--- src/rtl/msrv32_instr_fetch_buffer.sv ---
// Instruction-fetch front end: issues sequential word fetches, buffers in-order
// responses in a small FIFO and discards stale words after a branch redirect.
module msrv32_instr_fetch_buffer #(
  parameter int unsigned DEPTH    = 4,
  parameter logic [31:0] RESET_PC = 32'h0000_0000
) (
  input  logic        ms_riscv32_mp_clk_in,
  input  logic        ms_riscv32_mp_rst_in,
  input  logic        branch_taken_in,
  input  logic [31:0] branch_target_in,
  input  logic        stall_in,
  output logic [31:0] ms_riscv32_mp_imaddr_out,
  output logic        ms_riscv32_mp_instr_req_out,
  input  logic        ms_riscv32_mp_instr_gnt_in,
  input  logic        ms_riscv32_mp_instr_rvalid_in,
  input  logic [31:0] ms_riscv32_mp_instr_rdata_in,
  output logic [31:0] ms_riscv32_mp_instr_out,
  output logic [31:0] pc_out,
  output logic        flush_out
);

  localparam int unsigned PW  = $clog2(DEPTH);
  localparam int unsigned CW  = PW + 1;
  localparam logic [31:0] NOP = 32'h0000_0013;

  logic [31:0]   pc_q, pc_d;
  logic [CW-1:0] count_q, count_d;
  logic [CW-1:0] outstanding_q, outstanding_d;
  logic [CW-1:0] drop_q, drop_d;
  logic [PW-1:0] rd_ptr_q, rd_ptr_d;
  logic [PW-1:0] wr_ptr_q, wr_ptr_d;
  logic [PW-1:0] pend_rd_q, pend_rd_d;
  logic [PW-1:0] pend_wr_q, pend_wr_d;

  logic [31:0] fifo_pc_q   [DEPTH];
  logic [31:0] fifo_data_q [DEPTH];
  logic [31:0] pend_pc_q   [DEPTH];

  logic [CW:0] occupancy;
  logic        fifo_empty;
  logic        issue;
  logic        resp_valid;
  logic        resp_drop;
  logic        push;
  logic        pop;

  // Every word in the FIFO or in flight holds a reserved slot, so a push can never overflow.
  assign occupancy  = {1'b0, count_q} + {1'b0, outstanding_q};
  assign fifo_empty = (count_q == '0);

  assign ms_riscv32_mp_instr_req_out = !ms_riscv32_mp_rst_in && !branch_taken_in &&
                                       (occupancy < (CW+1)'(DEPTH));
  assign ms_riscv32_mp_imaddr_out    = pc_q;

  assign issue      = ms_riscv32_mp_instr_req_out && ms_riscv32_mp_instr_gnt_in;
  assign resp_valid = ms_riscv32_mp_instr_rvalid_in && (outstanding_q != '0);
  assign resp_drop  = resp_valid && (drop_q != '0);
  assign push       = resp_valid && !resp_drop && !branch_taken_in;
  assign pop        = !fifo_empty && !stall_in && !branch_taken_in;

  // Outputs depend only on FIFO state and the redirect, never on memory inputs.
  always_comb begin
    if (fifo_empty || branch_taken_in) begin
      ms_riscv32_mp_instr_out = NOP;
      pc_out                  = 32'h0000_0000;
      flush_out               = 1'b1;
    end else begin
      ms_riscv32_mp_instr_out = fifo_data_q[rd_ptr_q];
      pc_out                  = fifo_pc_q[rd_ptr_q];
      flush_out               = 1'b0;
    end
  end

  // NOTE: every signal gets a default before any branch, so no path leaves one unassigned and no latch is inferred.
  always_comb begin
    pc_d          = pc_q;
    count_d       = count_q;
    outstanding_d = outstanding_q + CW'(issue) - CW'(resp_valid);
    drop_d        = drop_q;
    rd_ptr_d      = rd_ptr_q;
    wr_ptr_d      = wr_ptr_q;
    pend_rd_d     = pend_rd_q;
    pend_wr_d     = pend_wr_q;

    if (issue) begin
      pc_d      = pc_q + 32'd4;
      pend_wr_d = pend_wr_q + PW'(1);
    end
    if (resp_valid) begin
      pend_rd_d = pend_rd_q + PW'(1);
    end
    if (resp_drop) begin
      drop_d = drop_q - CW'(1);
    end

    if (branch_taken_in) begin
      // Everything still in flight is stale; the same-cycle response already left outstanding_d.
      pc_d     = branch_target_in & 32'hFFFF_FFFC;
      count_d  = '0;
      rd_ptr_d = wr_ptr_q;
      drop_d   = outstanding_d;
    end else begin
      if (push) begin
        wr_ptr_d = wr_ptr_q + PW'(1);
      end
      if (pop) begin
        rd_ptr_d = rd_ptr_q + PW'(1);
      end
      count_d = count_q + CW'(push) - CW'(pop);
    end
  end

  // NOTE: state registers use non-blocking assignments so all flops update together from pre-edge values.
  always_ff @(posedge ms_riscv32_mp_clk_in) begin
    if (ms_riscv32_mp_rst_in) begin
      pc_q          <= RESET_PC;
      count_q       <= '0;
      outstanding_q <= '0;
      drop_q        <= '0;
      rd_ptr_q      <= '0;
      wr_ptr_q      <= '0;
      pend_rd_q     <= '0;
      pend_wr_q     <= '0;
    end else begin
      pc_q          <= pc_d;
      count_q       <= count_d;
      outstanding_q <= outstanding_d;
      drop_q        <= drop_d;
      rd_ptr_q      <= rd_ptr_d;
      wr_ptr_q      <= wr_ptr_d;
      pend_rd_q     <= pend_rd_d;
      pend_wr_q     <= pend_wr_d;
    end
  end

  // NOTE: storage arrays are not reset; the reset pointers and counters mark every entry invalid.
  always_ff @(posedge ms_riscv32_mp_clk_in) begin
    if (issue) begin
      pend_pc_q[pend_wr_q] <= pc_q;
    end
    if (push) begin
      fifo_pc_q[wr_ptr_q]   <= pend_pc_q[pend_rd_q];
      fifo_data_q[wr_ptr_q] <= ms_riscv32_mp_instr_rdata_in;
    end
  end

endmodule

--- config.mk ---
export PLATFORM = sky130hd
export DESIGN_NAME = msrv32_instr_fetch_buffer
export DESIGN_NICKNAME = d
export VERILOG_FILES = /design/src/rtl/msrv32_instr_fetch_buffer.sv
export SDC_FILE = /design/constraint.sdc
export NUM_CORES = 1
export LEC_CHECK = 0
export ABC_AREA = 1
export BUFFER_PORTS_ARGS = -buffer_cell sky130_fd_sc_hd__buf_2
export CAP_MARGIN = 20
export CORE_MARGIN = 2
export CORE_UTILIZATION = 64
export CTS_CLUSTER_SIZE = 20
export DETAILED_ROUTE_END_ITERATION = 8
export GPL_TIMING_DRIVEN = 0
export PLACE_DENSITY_LB_ADDON = 0.12
export SYNTH_ARGS = -nofsm -noshare
export SYNTH_HDL_FRONTEND = slang
export SYNTH_SLANG_ARGS = --single-unit
--- constraint.sdc ---
create_clock -name ms_riscv32_mp_clk_in -period 12.3 [get_ports ms_riscv32_mp_clk_in]
set_clock_uncertainty 0.05 [all_clocks]
set_input_delay 3.69 -clock ms_riscv32_mp_clk_in [delete_from_list [all_inputs] [get_ports ms_riscv32_mp_clk_in]]
set_output_delay 3.69 -clock ms_riscv32_mp_clk_in [all_outputs]
set_load 0.05 [all_outputs]
==> metrics.md <==
| Metric | Value |
|---|---|
| Crit-path slowest cell | `clkbuf_1` |
| Synth warn | `0` |
| Initial Utilization | `0.645` |
| CTS hold repair buffers | `0` |
| Final GP Congestion | `around 0.94` |
| Final Util | `0.746` |
| CTS tree | `done` |
| Vias | `approximately 12,000` |
| Routed WL | `between 40 and 50 mm` |
| Total track usage | `0.288` |
| Core Box Area | `between 0.02 and 0.03 mm2` |
| Cells after Synth | `between 1,500 and 2,000` |
| Worst slew margin | `0.349` |
| Mapped Area | `roughly 0.017 mm2` |
| CTS clk-pin slew, worst paths | `~60 ps` |
| N_diodes | `0` |
| Fmax | `~0.11 GHz` |
| Crit path capture type | `output pin` |
| Layout cell share with drive strength beyond 1 | `0.148` |
| Cts bufs inserted | `41` |
| Crit path max fanout | `10` |
| Max H-tree Level | `2` |
| Final #Nets | `roughly 1,900` |
| Worst Path Required | `approximately 8600 ps` |
| First-pass GRT wire length | `62.5 mm` |
| Combinational group share of total power | `0.148` |
| Power Total | `between 0.003 and 0.004 W` |
| Area Growth Syn to Fin | `15.7%` |
| Net Sw Frac | `0.270` |
| Met3 Use GR | `0.0442` |
| Crit-path max cell delay | `between 500 and 600 ps` |
| Largest net degree at the start of global routing | `31` |
| Crit Path Category | `in2out` |
| CP startpoint kind | `input port` |
| Max-cap violations | `0` |
| Unrepaired setup endpoints after global routing | `no` |
| Setup violators final | `0` |
| Root buffer cell | `clkbuf_16` |
| Most common cell after layout, fill and taps aside | `edfxtp_1` |
| Initial DRC Count | `1,258` |
| Met1 usage | `0.371` |
| Switching Power | `0.000897 W` |
| Critical path data arrival time | `between 5000 and 6000 ps` |
| Floorplan row count | `60` |
| Overflow after GRT | `0` |
| Setup Buffers After CTS | `0` |
| Yosys reg bits | `roughly 420` |
| Multi-input logic area | `roughly 0.0045 mm2` |
| Pwr Density | `166 mW/mm2` |
| Clk_lat worst skew | `530 ps` |
| Flop pwr share | `0.509` |
| Hold Fails Final Rpt | `0` |
| GR peak layer | `met2` |
| Initial antenna violation count | `0` |
| Cts repair resizes | `0` |
| Register area | `~0.012 mm2` |
| Routed Antenna Nets | `0` |
| Vias in the first global route | `~12,000` |
| Routed vias/inst | `around 5.7` |
| Die H | `between 150 and 200 um` |
| Avg Inst Size Synth | `roughly 11 um2` |
| Period minus WS final | `just over 9000 ps` |
| Hold crit path type | `reg2reg` |
| Most frequent cells in the layout | `368 x edfxtp_1, 362 x nor2_1, 207 x o21ai_0` |
| First-pass DRT Iterations | `7` |
| Clock Power Share | `0.343` |
| Fill cells | `1,768` |
| Lkg Pwr | `7.38 nW` |
| GR Util met2 | `0.503` |
| Int Power | `between 0.002 and 0.0025 W` |
| Outcome | `completed` |
| Period utilization | `0.755` |
| Die area | `0.0283 mm2` |
| DRC | `0` |
| Distinct cells, synth | `37` |
| Wire per inst | `between 15 and 20 um` |
| CTS max path bufs | `3` |
| Final instance area | `0.0200 mm2` |
| Worst hold slack | `between 400 and 500 ps` |
| Total Neg Setup Slack | `0 ps` |
| Die width | `168 um` |
| Slew @ Worst Pin | `approximately 970 ps` |
| Maximum vdd drop | `about 0.096 mV` |
| CTS Sinks | `between 400 and 500` |
| Area after DPL | `about 0.019 mm2` |
| # IOs | `168` |
| Slew Limit Fails | `0` |
| Hpwl dp | `about 27 mm` |
| Crit-path cells | `buf_6 > clkinv_1 > nand2_1 > clkbuf_1 > a21oi_1 > buf_2` |
| Register area share after synthesis | `0.700` |
| Port bufs | `159` |
## power by group through the flow
stage / Sequential [W] / Combinational, W / Clock [W]
6_report: 0.00169 / 0.000491 / 0.00114
5_1_grt: 0.00170 / 0.000540 / 0.00120
4_1_cts: 0.00169 / 0.000490 / 0.00115
3_5_place_dp: 0.00172 / 0.000485 / 0
3_3_place_gp: 0.00172 / 0.000453 / 0
2_1_floorplan: 0.00173 / 0.000300 / 0
## worst max-delay path: cells and delay by family
family	cells	cell delay, ps
compound gates	1	160
buf+inv	4	1150
simple gates	1	530
## final timing paths
kind | start | endpoint | slack (ps) | depth (start not counted)
max | branch_taken_in | pc_out[11] | 3020 | 6
min | pend_rd_q[0]$_SDFFE_PP0P_ | flip-flop | 430 | 1
max reg2reg | count_q[2]$_SDFF_PP0_ | drop_q[2]$_SDFFE_PP0P_ | 9180 | 16
min reg2reg | pend_rd_q[0]$_SDFFE_PP0P_ | flip-flop | 430 | 1
## area by class of cell
cell class / count / area share
clock inverter: 19 / 0.00571
timing repair buffer: 169 / 0.0507
clock buffer: 54 / 0.0544
multi-input combinational: 956 / 0.227
tap: 341 / 0.0214
inverter: 93 / 0.0175
buffer: 83 / 0.0186
sequential: 419 / 0.605
## registers in the layout, summed over array words and instances (netlist names), named ones only
name,cells
fifo_data_q,128
pend_rd_q,2
count_q,3
pend_wr_q,2
drop_q,3
wr_ptr_q,2
rd_ptr_q,2
ms_riscv32_mp_imaddr_out,30
pend_pc_q,120
fifo_pc_q,120
outstanding_q,3
## layer usage
| layer | share of wire | vias up |
|---|---|---|
| li1 | - | 5791 |
| met1 | 0.39 | 5700 |
| met2 | 0.50 | 575 |
| met3 | 0.081 | 92 |
| met4 | 0.027 | 0 |
| met5 | 0 | - |
## synth_stat cells (all sizes together)
cell	number	area (um2)
nor2	377	1450
edfxtp	368	11100
o21ai	208	1040
nand2	149	574
inv	91	342
a21oi	89	445
clkbuf	57	214
dfxtp	51	1020
nand3	44	220
o22ai	30	188
buf	26	158
ha	17	213
nand4	6	37.5
xnor2	6	52.6
xor2	5	43.8
a31oi	4	25.0
nor3	4	31.3
o311ai	3	26.3
a22oi	2	15.0
clkinv	2	7.51
fa	2	40.0
nand3b	2	15.0
o211ai	2	15.0
and2	1	6.26
conb	1	3.75
or2	1	6.26
## stage by stage
step	std cells	setup slack [ps]
after detailed placement	2061	3000
after CTS	2134	3000
after floorplan	1551	3190
after global placement	2051	2800
final	2134	3020
after global routing	2134	2950
## logic make-up after synthesis
logic type	after synthesis	synth area share
compound gates	338	0.102
xor+xnor	11	0.00559
fa+ha+maj	19	0.0147
buf+inv	176	0.0418
flops	419	0.700
other cells	1	0.000217
simple gates	584	0.136
No activity file was read; power rests on OpenSTA's default activity.
